--- config.mk ---
export PLATFORM = sky130hd
export DESIGN_NAME = multicycle_ctrl
export DESIGN_NICKNAME = d
export VERILOG_FILES = /design/src/rtl/multicycle_ctrl.sv
export SDC_FILE = /design/constraint.sdc
export NUM_CORES = 1
export LEC_CHECK = 0
export CORE_MARGIN = 2
export CORE_UTILIZATION = 45
export CTS_BUF_LIST = sky130_fd_sc_hd__clkbuf_8 sky130_fd_sc_hd__clkbuf_16
export CTS_CLUSTER_DIAMETER = 100
export DETAILED_ROUTE_END_ITERATION = 10
export PLACE_DENSITY = 0.79
export RECOVER_POWER = 50
export SLEW_MARGIN = 25
export SYNTH_ARGS = -nofsm -noshare
export SYNTH_HDL_FRONTEND = slang
export SYNTH_SLANG_ARGS = --single-unit
--- constraint.sdc ---
create_clock -name clk -period 2.01 [get_ports clk]
set_input_delay 0.201 -clock clk [delete_from_list [all_inputs] [get_ports clk]]
set_output_delay 0.201 -clock clk [all_outputs]
set_load 0.01 [all_outputs]
--- src/rtl/multicycle_ctrl.sv ---
`default_nettype none
// +----------------------------------------------------------------------------+
// | multicycle_ctrl                                                            |
// | Moore control sequencer for the multicycle ARM datapath: DP/LDR/STR/B.     |
// | Optional macro MULTICYCLE_CTRL_WAIT_EN adds mem_ready wait states.         |
// | Revision: 1.0                                                              |
// +----------------------------------------------------------------------------+
module multicycle_ctrl (
  input  logic        clk,
  input  logic        reset,
  input  logic [19:0] Instr,
  input  logic [3:0]  ALUFlags,
`ifdef MULTICYCLE_CTRL_WAIT_EN
  input  logic        mem_ready,
`endif
  output logic        PCWrite,
  output logic        IRWrite,
  output logic        AdrSrc,
  output logic        MemWrite,
  output logic        RegWrite,
  output logic [1:0]  ResultSrc,
  output logic        ALUSrcA,
  output logic [1:0]  ALUSrcB,
  output logic [1:0]  ImmSrc,
  output logic [1:0]  RegSrc,
  output logic [2:0]  ALUControl,
  output logic        mov
);

  typedef enum logic [3:0] {
    FETCH  = 4'd0,
    DECODE = 4'd1,
    MEMADR = 4'd2,
    MEMRD  = 4'd3,
    MEMWB  = 4'd4,
    MEMWR  = 4'd5,
    EXECR  = 4'd6,
    EXECI  = 4'd7,
    ALUWB  = 4'd8,
    BRANCH = 4'd9
  } state_t;

  state_t      state, state_nx;
  logic [3:0]  flags;

  logic [3:0]  cond;
  logic [1:0]  op;
  logic [5:0]  funct;
  logic        rd_pc;
  logic        ready;
  logic        unused_bits;

  assign cond        = Instr[19:16];
  assign op          = Instr[15:14];
  assign funct       = Instr[13:8];
  assign rd_pc       = (Instr[3:0] == 4'hF);
  assign unused_bits = &{1'b0, Instr[7:4]};

`ifdef MULTICYCLE_CTRL_WAIT_EN
  assign ready = mem_ready;
`else
  assign ready = 1'b1;
`endif

  // Condition evaluation against the architectural flags (NZCV = [3:0])
  logic cond_ex;
  always_comb begin
    cond_ex = 1'b0;
    case (cond)
      4'b0000: cond_ex = flags[2];
      4'b0001: cond_ex = ~flags[2];
      4'b0010: cond_ex = flags[1];
      4'b0011: cond_ex = ~flags[1];
      4'b0100: cond_ex = flags[3];
      4'b0101: cond_ex = ~flags[3];
      4'b0110: cond_ex = flags[0];
      4'b0111: cond_ex = ~flags[0];
      4'b1000: cond_ex = flags[1] & ~flags[2];
      4'b1001: cond_ex = ~flags[1] | flags[2];
      4'b1010: cond_ex = (flags[3] == flags[0]);
      4'b1011: cond_ex = (flags[3] != flags[0]);
      4'b1100: cond_ex = ~flags[2] & (flags[3] == flags[0]);
      4'b1101: cond_ex = flags[2] | (flags[3] != flags[0]);
      4'b1110: cond_ex = 1'b1;
      default: cond_ex = 1'b0;
    endcase
  end

  logic [2:0] alu_ctl;
  logic       alu_mov;
  logic       no_write;
  logic       is_logic;
  always_comb begin
    alu_ctl  = 3'b000;
    alu_mov  = 1'b0;
    no_write = 1'b0;
    is_logic = 1'b0;
    case (funct[4:1])
      4'b0100: alu_ctl = 3'b000;
      4'b0010: alu_ctl = 3'b001;
      4'b1010: begin alu_ctl = 3'b001; no_write = 1'b1; end
      4'b0000: begin alu_ctl = 3'b010; is_logic = 1'b1; end
      4'b1100: begin alu_ctl = 3'b011; is_logic = 1'b1; end
      4'b0001: begin alu_ctl = 3'b100; is_logic = 1'b1; end
      4'b1101: begin alu_mov = 1'b1; is_logic = 1'b1; end
      default: no_write = 1'b1;
    endcase
  end

  always_comb begin
    state_nx = FETCH;
    case (state)
      FETCH:   state_nx = ready ? DECODE : FETCH;
      DECODE: begin
        case (op)
          2'b01:   state_nx = MEMADR;
          2'b00:   state_nx = funct[5] ? EXECI : EXECR;
          2'b10:   state_nx = BRANCH;
          default: state_nx = FETCH;
        endcase
      end
      MEMADR:  state_nx = funct[0] ? MEMRD : MEMWR;
      MEMRD:   state_nx = ready ? MEMWB : MEMRD;
      MEMWB:   state_nx = FETCH;
      MEMWR:   state_nx = ready ? FETCH : MEMWR;
      EXECR:   state_nx = ALUWB;
      EXECI:   state_nx = ALUWB;
      ALUWB:   state_nx = FETCH;
      BRANCH:  state_nx = FETCH;
      default: state_nx = FETCH;
    endcase
  end

  // Outputs are decoded from the next state and registered, so CondEx for a
  // writeback state is sampled before the EXEC flag update lands.
  logic       n_pcw, n_irw, n_adr, n_mw, n_rw, n_sa, n_mov;
  logic [1:0] n_rs, n_sb;
  logic [2:0] n_ac;
  always_comb begin
    n_pcw = 1'b0; n_irw = 1'b0; n_adr = 1'b0; n_mw = 1'b0; n_rw = 1'b0;
    n_rs  = 2'b00; n_sa = 1'b0; n_sb = 2'b00; n_ac = 3'b000; n_mov = 1'b0;
    case (state_nx)
      FETCH:  begin n_pcw = 1'b1; n_irw = 1'b1; n_sa = 1'b1; n_sb = 2'b10; n_rs = 2'b10; end
      DECODE: begin n_sa = 1'b1; n_sb = 2'b10; n_rs = 2'b10; end
      MEMADR: n_sb = 2'b01;
      MEMRD:  n_adr = 1'b1;
      MEMWB: begin
        n_rs  = 2'b01;
        n_pcw = cond_ex & rd_pc;
        n_rw  = cond_ex & ~rd_pc;
      end
      MEMWR:  begin n_adr = 1'b1; n_mw = cond_ex; end
      EXECR:  begin n_ac = alu_ctl; n_mov = alu_mov; end
      EXECI:  begin n_sb = 2'b01; n_ac = alu_ctl; n_mov = alu_mov; end
      ALUWB: begin
        n_ac  = alu_ctl;
        n_mov = alu_mov;
        n_pcw = cond_ex & ~no_write & rd_pc;
        n_rw  = cond_ex & ~no_write & ~rd_pc;
      end
      BRANCH: begin n_sb = 2'b01; n_rs = 2'b10; n_pcw = cond_ex; end
      default: ;
    endcase
  end

  logic       r_pcw, r_irw, r_adr, r_mw, r_rw, r_sa, r_mov;
  logic [1:0] r_rs, r_sb;
  logic [2:0] r_ac;

  always_ff @(posedge clk) begin
    if (reset) begin
      state <= FETCH;
      flags <= 4'b0000;
      r_pcw <= 1'b1; r_irw <= 1'b1; r_adr <= 1'b0; r_mw <= 1'b0; r_rw <= 1'b0;
      r_rs  <= 2'b10; r_sa <= 1'b1; r_sb <= 2'b10; r_ac <= 3'b000; r_mov <= 1'b0;
    end else begin
      state <= state_nx;
      if ((state == EXECR || state == EXECI) && funct[0] && cond_ex) begin
        if (is_logic)
          flags[3:2] <= ALUFlags[3:2];
        else
          flags <= ALUFlags;
      end
      r_pcw <= n_pcw; r_irw <= n_irw; r_adr <= n_adr; r_mw <= n_mw; r_rw <= n_rw;
      r_rs  <= n_rs;  r_sa  <= n_sa;  r_sb  <= n_sb;  r_ac <= n_ac; r_mov <= n_mov;
    end
  end

  // A stalled fetch must not advance PC or overwrite IR
  logic fetch_go;
  assign fetch_go = (state != FETCH) | ready;

  assign PCWrite    = r_pcw & fetch_go & ~reset;
  assign IRWrite    = r_irw & fetch_go & ~reset;
  assign AdrSrc     = r_adr & ~reset;
  assign MemWrite   = r_mw  & ~reset;
  assign RegWrite   = r_rw  & ~reset;
  assign ResultSrc  = reset ? 2'b00  : r_rs;
  assign ALUSrcA    = r_sa  & ~reset;
  assign ALUSrcB    = reset ? 2'b00  : r_sb;
  assign ALUControl = reset ? 3'b000 : r_ac;
  assign mov        = r_mov & ~reset;
  assign ImmSrc     = reset ? 2'b00  : op;
  assign RegSrc     = reset ? 2'b00  : {op == 2'b01, op == 2'b10};

endmodule
`default_nettype wire

# Yosys cells after proc, flatten, opt, wreduce, memory -nomap -nowiden
# Cells that the tools add are included.
op_classes:
  eq_ne: 39
  n_reduce_logical: 20
  multipliers: 0
  div: 0
  magnitude_cmp: 0
  addsub: 0
  bitwise: 25
  shift: 0
  mux: 20
op_table:
  columns: ["cell", "n"]
  rows:
  - ["== test 4 bit, second input constant", 13]
  - ["== test 4 x 3 -> 1 bit, second input constant", 11]
  - ["== test 4 x 2 -> 1 bit, second input constant", 7]
  - ["one-hot mux 4 bit (5 select lines)", 1]
  - ["== test 4 x 1 -> 1 bit, second input constant", 4]
  - ["zero test 4 bit", 4]
  - ["one-hot mux 1 bit (15 select lines)", 1]
  - ["AND 1 bit", 14]
  - ["one-hot mux 3 bit (4 select lines)", 1]
  - ["one-hot mux 4 bit (3 select lines)", 1]
  - ["OR reduction 2 bit", 6]
  - ["inverter 1 bit", 9]
  - ["OR reduction 3 bit", 3]
  - ["two-way mux 2 bit", 4]
  - ["one-hot mux 2 bit (2 select lines)", 2]
  - ["two-way mux 1 bit", 6]
  - ["two-way mux 3 bit", 2]
  - ["OR reduction 6 bit", 1]
  - ["one-hot mux 1 bit (4 select lines)", 1]
  - ["OR reduction 4 bit", 1]
  - ["== test 2 x 1 -> 1 bit, second input constant", 1]
  - ["== test 2 bit, second input constant", 1]
  - ["logical AND 1 bit", 2]
  - ["zero test 2 bit", 1]
  - ["other kinds (6)", 7]
word_totals:
  romBits: 0
  register_bits: 22
  mem_count: 0
  mem_bits_rw: 0
  output_inout_bits: 18
  latchBits: 0

# Depth between registers and ports, before layout
logic_depth:
  depth_word: 7
  depth_mapped: 6
  mapped_depth_nobuf: 5

# Least setup slack after synthesis
# OpenSTA, ideal clock, no wires.
synth_timing:
  kind: "register to register"
  start: "reg state[2]"
  end: "reg r_ac[1]"
  slack_ns: 0.511
  t_arrival_ns: 1.426
  period_less_slack_ns: 1.499
  stages_incl_launch_ff: 6
  required_ns: 1.938
  setup_time_ns: 0.072
  cell_sequence: "dfxtp_1 -> buf_6 -> or4_4 -> a211oi_2 -> and2b_1 -> nor3b_2"
synth_between:
  elab_chain_len: 7
synth_rtl:
  columns: ["item", "line_no", "text"]
  rows:
  - ["start: declaration", "43", "state_t state, state_nx;"]
  - ["start signal: assignment", "177", "state <= state_nx;"]
  - ["== test 4 x 3 -> 1 bit", "112", "case (state)"]
  - ["OR reduction 2 bit (no source line)", null, null]
  - ["one-hot mux 4 bit (5 select lines) (*)", "112", null]
  - ["== test 4 bit / == test 4 x 3 -> 1 bit (equally long branches)", "142", "case (state_nx)"]
  - ["OR reduction 3 bit (no source line) (*)", null, null]
  - ["inverter 1 bit (no source line) (*)", null, null]
  - ["OR reduction 2 bit (no source line) (*)", null, null]
  - ["end signal: assignment", "185", "r_rs <= n_rs; r_sa <= n_sa; r_sb <= n_sb; r_ac <= n_ac; r_mov <= n_mov;"]
  - ["end: declaration", "168", "logic [2:0] r_ac;"]
# Mark *: on every way between the ends. The rest lies on a longest branch, timed or not.
# A chain may end at the register's enable or synchronous reset.

# Final worst setup path
layout_timing:
  start: "in Instr[15]"
  end: "reg r_pcw"
layout_between:
  elab_chain_len: 5
layout_rtl:
  columns: ["item", "line_no", "text"]
  rows:
  - ["start: declaration", "11", "input logic [19:0] Instr,"]
  - ["== test 2 bit (tied with other cells)", "115", "case (op)"]
  - ["one-hot mux 4 bit (3 select lines) (*)", "115", null]
  - ["one-hot mux 4 bit (5 select lines) (*)", "112", null]
  - ["== test 4 bit (tied with other cells)", "142", null]
  - ["one-hot mux 1 bit (4 select lines) (*)", "142", null]
  - ["end signal: assignment", "184", "r_pcw <= n_pcw; r_irw <= n_irw; r_adr <= n_adr; r_mw <= n_mw; r_rw <= n_rw;"]
  - ["end: declaration", "166", "logic r_pcw, r_irw, r_adr, r_mw, r_rw, r_sa, r_mov;"]
# Marked as above.

==> run_results.csv <==
group,metric,value,unit
logic_synthesis,synth-edff-count,0,
cts,cts.sink_count,22,
logic_synthesis,synthArstFlopShare,0,
critical_path,worst-path-buf-inv,1,
logic_synthesis,yosys_warnings,0,
placed_design,dp_hpwl,2250,microns
sta,hold_slack,0.495,ns
outcome,status,"finished clean",
floorplanning,core,2760,sq um
sta,rsz0062_at_grt,"false",
sta,period_share,0.937,
grt,antenna_found_initial,0,
logic_synthesis,synth_ff_type,"dfxtp_1",
cts,clock_path_buffers,2,
cts,post_cts_buffers,0,
floorplanning,initial_core_util,0.475,
logic_synthesis,synthTopCellsByArea,"dfxtp_1, nor2b_1, nand2b_1, mux2i_1, nor2_1",
cells_and_area,fin_cells,217,
critical_path,cp-start-kind,"primary input",
floorplanning,ioPinCount,44,
critical_path,critPathMaxStageDelay,0.63,ns
cts,ctsResizeCount,0,
logic_synthesis,synth-seq-cells,22,
placed_design,io_buffers,39,
sta,fin_skew,0.00752,ns
placed_design,placed_area,1750,sq um
sta,tns,0,ns
grt,grt_pass1_wl,5040,microns
grt,grt_pass1_vias,1209,
critical_path,crit_arrival,2.05,ns
sta,final.min_clock_period,1.88,ns
cts,hold_buffers,0,
detailed_routing,drt_iter0_markers,32,
critical_path,cp_max_fo,5,
detailed_routing,post_drt_wl_per_cell,13.4,microns
hold_path,worstHoldStart,"reset",
sta,setup_viol,0,
critical_path,startpoint,"Instr[15]",
pwr,ir_worst_vdd,0.000526,V
logic_synthesis,netlist_instances,143,
detailed_routing,drc,0,
detailed_routing,drt.antenna.violating_nets,0,
logic_synthesis,synth_area_per_cell,9.16,sq um
floorplanning,die-height,58.0,microns
grt,track_usage,0.192,
cells_and_area,final_util,0.654,
critical_path,critPathKind,"primary input to register",
floorplanning,rows,19,
detailed_routing,routed_wl,2900,microns
cells_and_area,postLayoutCellArea,1800,sq um
critical_path,path_delay_family,"compound AO/OA/AOI/OAI gates",
cells_and_area,drive_gt1_frac,0.134,
detailed_routing,dr_total_vias,1186,
logic_synthesis,synth_fp_nets,169,
logic_synthesis,netlist.area_leader.share,0.336,
sta,hold_violations,0,
grt,overflow,0,
cells_and_area,final_nets,213,
critical_path,slowest_stage,"dlygate4sd3_1",
sta,fmax,531,MHz
pwr,p_per_area,618,nW/um^2
logic_synthesis,ys_types,53,
cells_and_area,nFillCells,227,
grt,grt_max_degree,18,
detailed_routing,dr.pass1.iters,4,
placed_design,dp_slack,0.0274,ns
placed_design,dp_cells,213,
critical_path,crit_chain,"dlygate4sd3_1 -> nand2b_1 -> o31ai_1 -> a211oi_2 -> a31o_2 -> o21bai_1",
pwr,power.total,1.11,mW
sta,drv_slew,0,
cells_and_area,diodes,0,
flow_run,maxCapViolCount,0,
critical_path,worstReg2RegStart,"state[1]",
cts,cts_root_buf,"clkbuf_8",
cts,clk_latency,0.27,ns
logic_synthesis,yosysTopAreaCell,"dfxtp_1",
cts,clk_pin_slew,0.08,ns
cts,cts_inserted_buffers,3,
placed_design,routabilityCongestion,0.836,
cts,cts.htree.levels,1,
cts,cts_tree,"done",
sta,worstMarginPinSlew,0.666,ns
sta,finalWorstSetupSlack,0.126,ns
floorplanning,die_x,58.0,microns
floorplanning,die_area,3360,sq um
cells_and_area,syn_to_final_growth,37.6,%
critical_path,cp.required,2.17,ns
pwr,leakage,0.687,nW
logic_synthesis,netlist_area,1310,sq um
logic_synthesis,synth_common_cells,"dfxtp_1, nor2b_1, nand2b_1, nor2_1",
detailed_routing,post_drt_via_cell_ratio,5.47,
logic_synthesis,synth.most_common_cell,"dfxtp_1",
hold_path,hold_class,"primary input to register",
sta,maxSlewHeadroom,0.551,
logic_synthesis,yosysSeqAreaShare,0.336,
critical_path,endpoint_kind,"register",
[kinds of logic (layout without fill, tap and decap cells)]
family / count (synthesis) / in the layout / share of synthesized area
and+or+nand+nor: 77 / 77 / 0.387
AOI/OAI and AO/OA: 24 / 24 / 0.160
DFF: 22 / 22 / 0.336
buffers and inverters: 9 / 52 / 0.0325
muxes: 7 / 7 / 0.0573
xor gates and xnor gates: 4 / 4 / 0.0267
[final cells by class]
class                           instances  area [sq um]  share of cell area
Tap cell                               31          38.8              0.0215
Timing Repair Buffer                   45           419               0.232
Clock buffer                            3          41.3              0.0229
Clock inverter                          1          30.0              0.0167
Inverter                                3          11.3             0.00625
Sequential cell                        22           440               0.244
Multi-Input combinational cell        112           822               0.456
[state kept, by name (all words and copies together), names as in the netlist]
register	cells
flags	4
state	4
r_ac	3
r_rs	2
r_sb	2
r_adr	1
r_irw	1
r_mov	1
r_mw	1
r_pcw	1
r_rw	1
r_sa	1
[path summary, 6_finish.rpt]
kind              end  slack, ns  cells after the start
max             r_pcw       0.13                      6
min          flags[1]       0.49                      3
max reg2reg   r_sb[0]       0.27                      5
min reg2reg  flags[3]       0.52                      2
[layout by cell type (no fill, tap or decap), types with 3 or more instances in the layout]
| master | Yosys | layout |
|---|---|---|
| clkbuf_1 | 4 | 3 |
| o21bai_1 | 3 | 3 |
| o21ai_0 | 2 | 3 |
| mux2i_1 | 6 | 6 |
| nor3_1 | 4 | 4 |
| dlygate4sd3_1 | 0 | 11 |
| inv_1 | 3 | 3 |
| buf_4 | 0 | 3 |
| clkdlybuf4s50_1 | 0 | 27 |
| nand2_1 | 6 | 6 |
| clkbuf_8 | 0 | 3 |
| nor2b_1 | 21 | 21 |
| nor2_1 | 11 | 11 |
| nand2b_1 | 11 | 11 |
| dfxtp_1 | 22 | 22 |
[power by group]
| group | internal, mW | switching, mW |
|---|---|---|
| sequential | 0.457 | 0.0141 |
| clock | 0.266 | 0.146 |
| combinational | 0.125 | 0.107 |
| total | 0.848 | 0.267 |
[per-layer routing]
metal	wire length [microns]	global-route usage	vias to the layer above	share of wire
li1	-	-	582	-
met5	0	0	-	0
met3	150	0.0379	3	0.052
met1	1160	0.208	563	0.40
met2	1570	0.369	38	0.54
met4	21	0.0631	0	0.0072
[worst min-delay path: stages]
cell	delay [ns]
clkbuf_1	0.20
nand2b_1	0.20
mux2i_1	0.11
(Power assumes the default switching activity.)
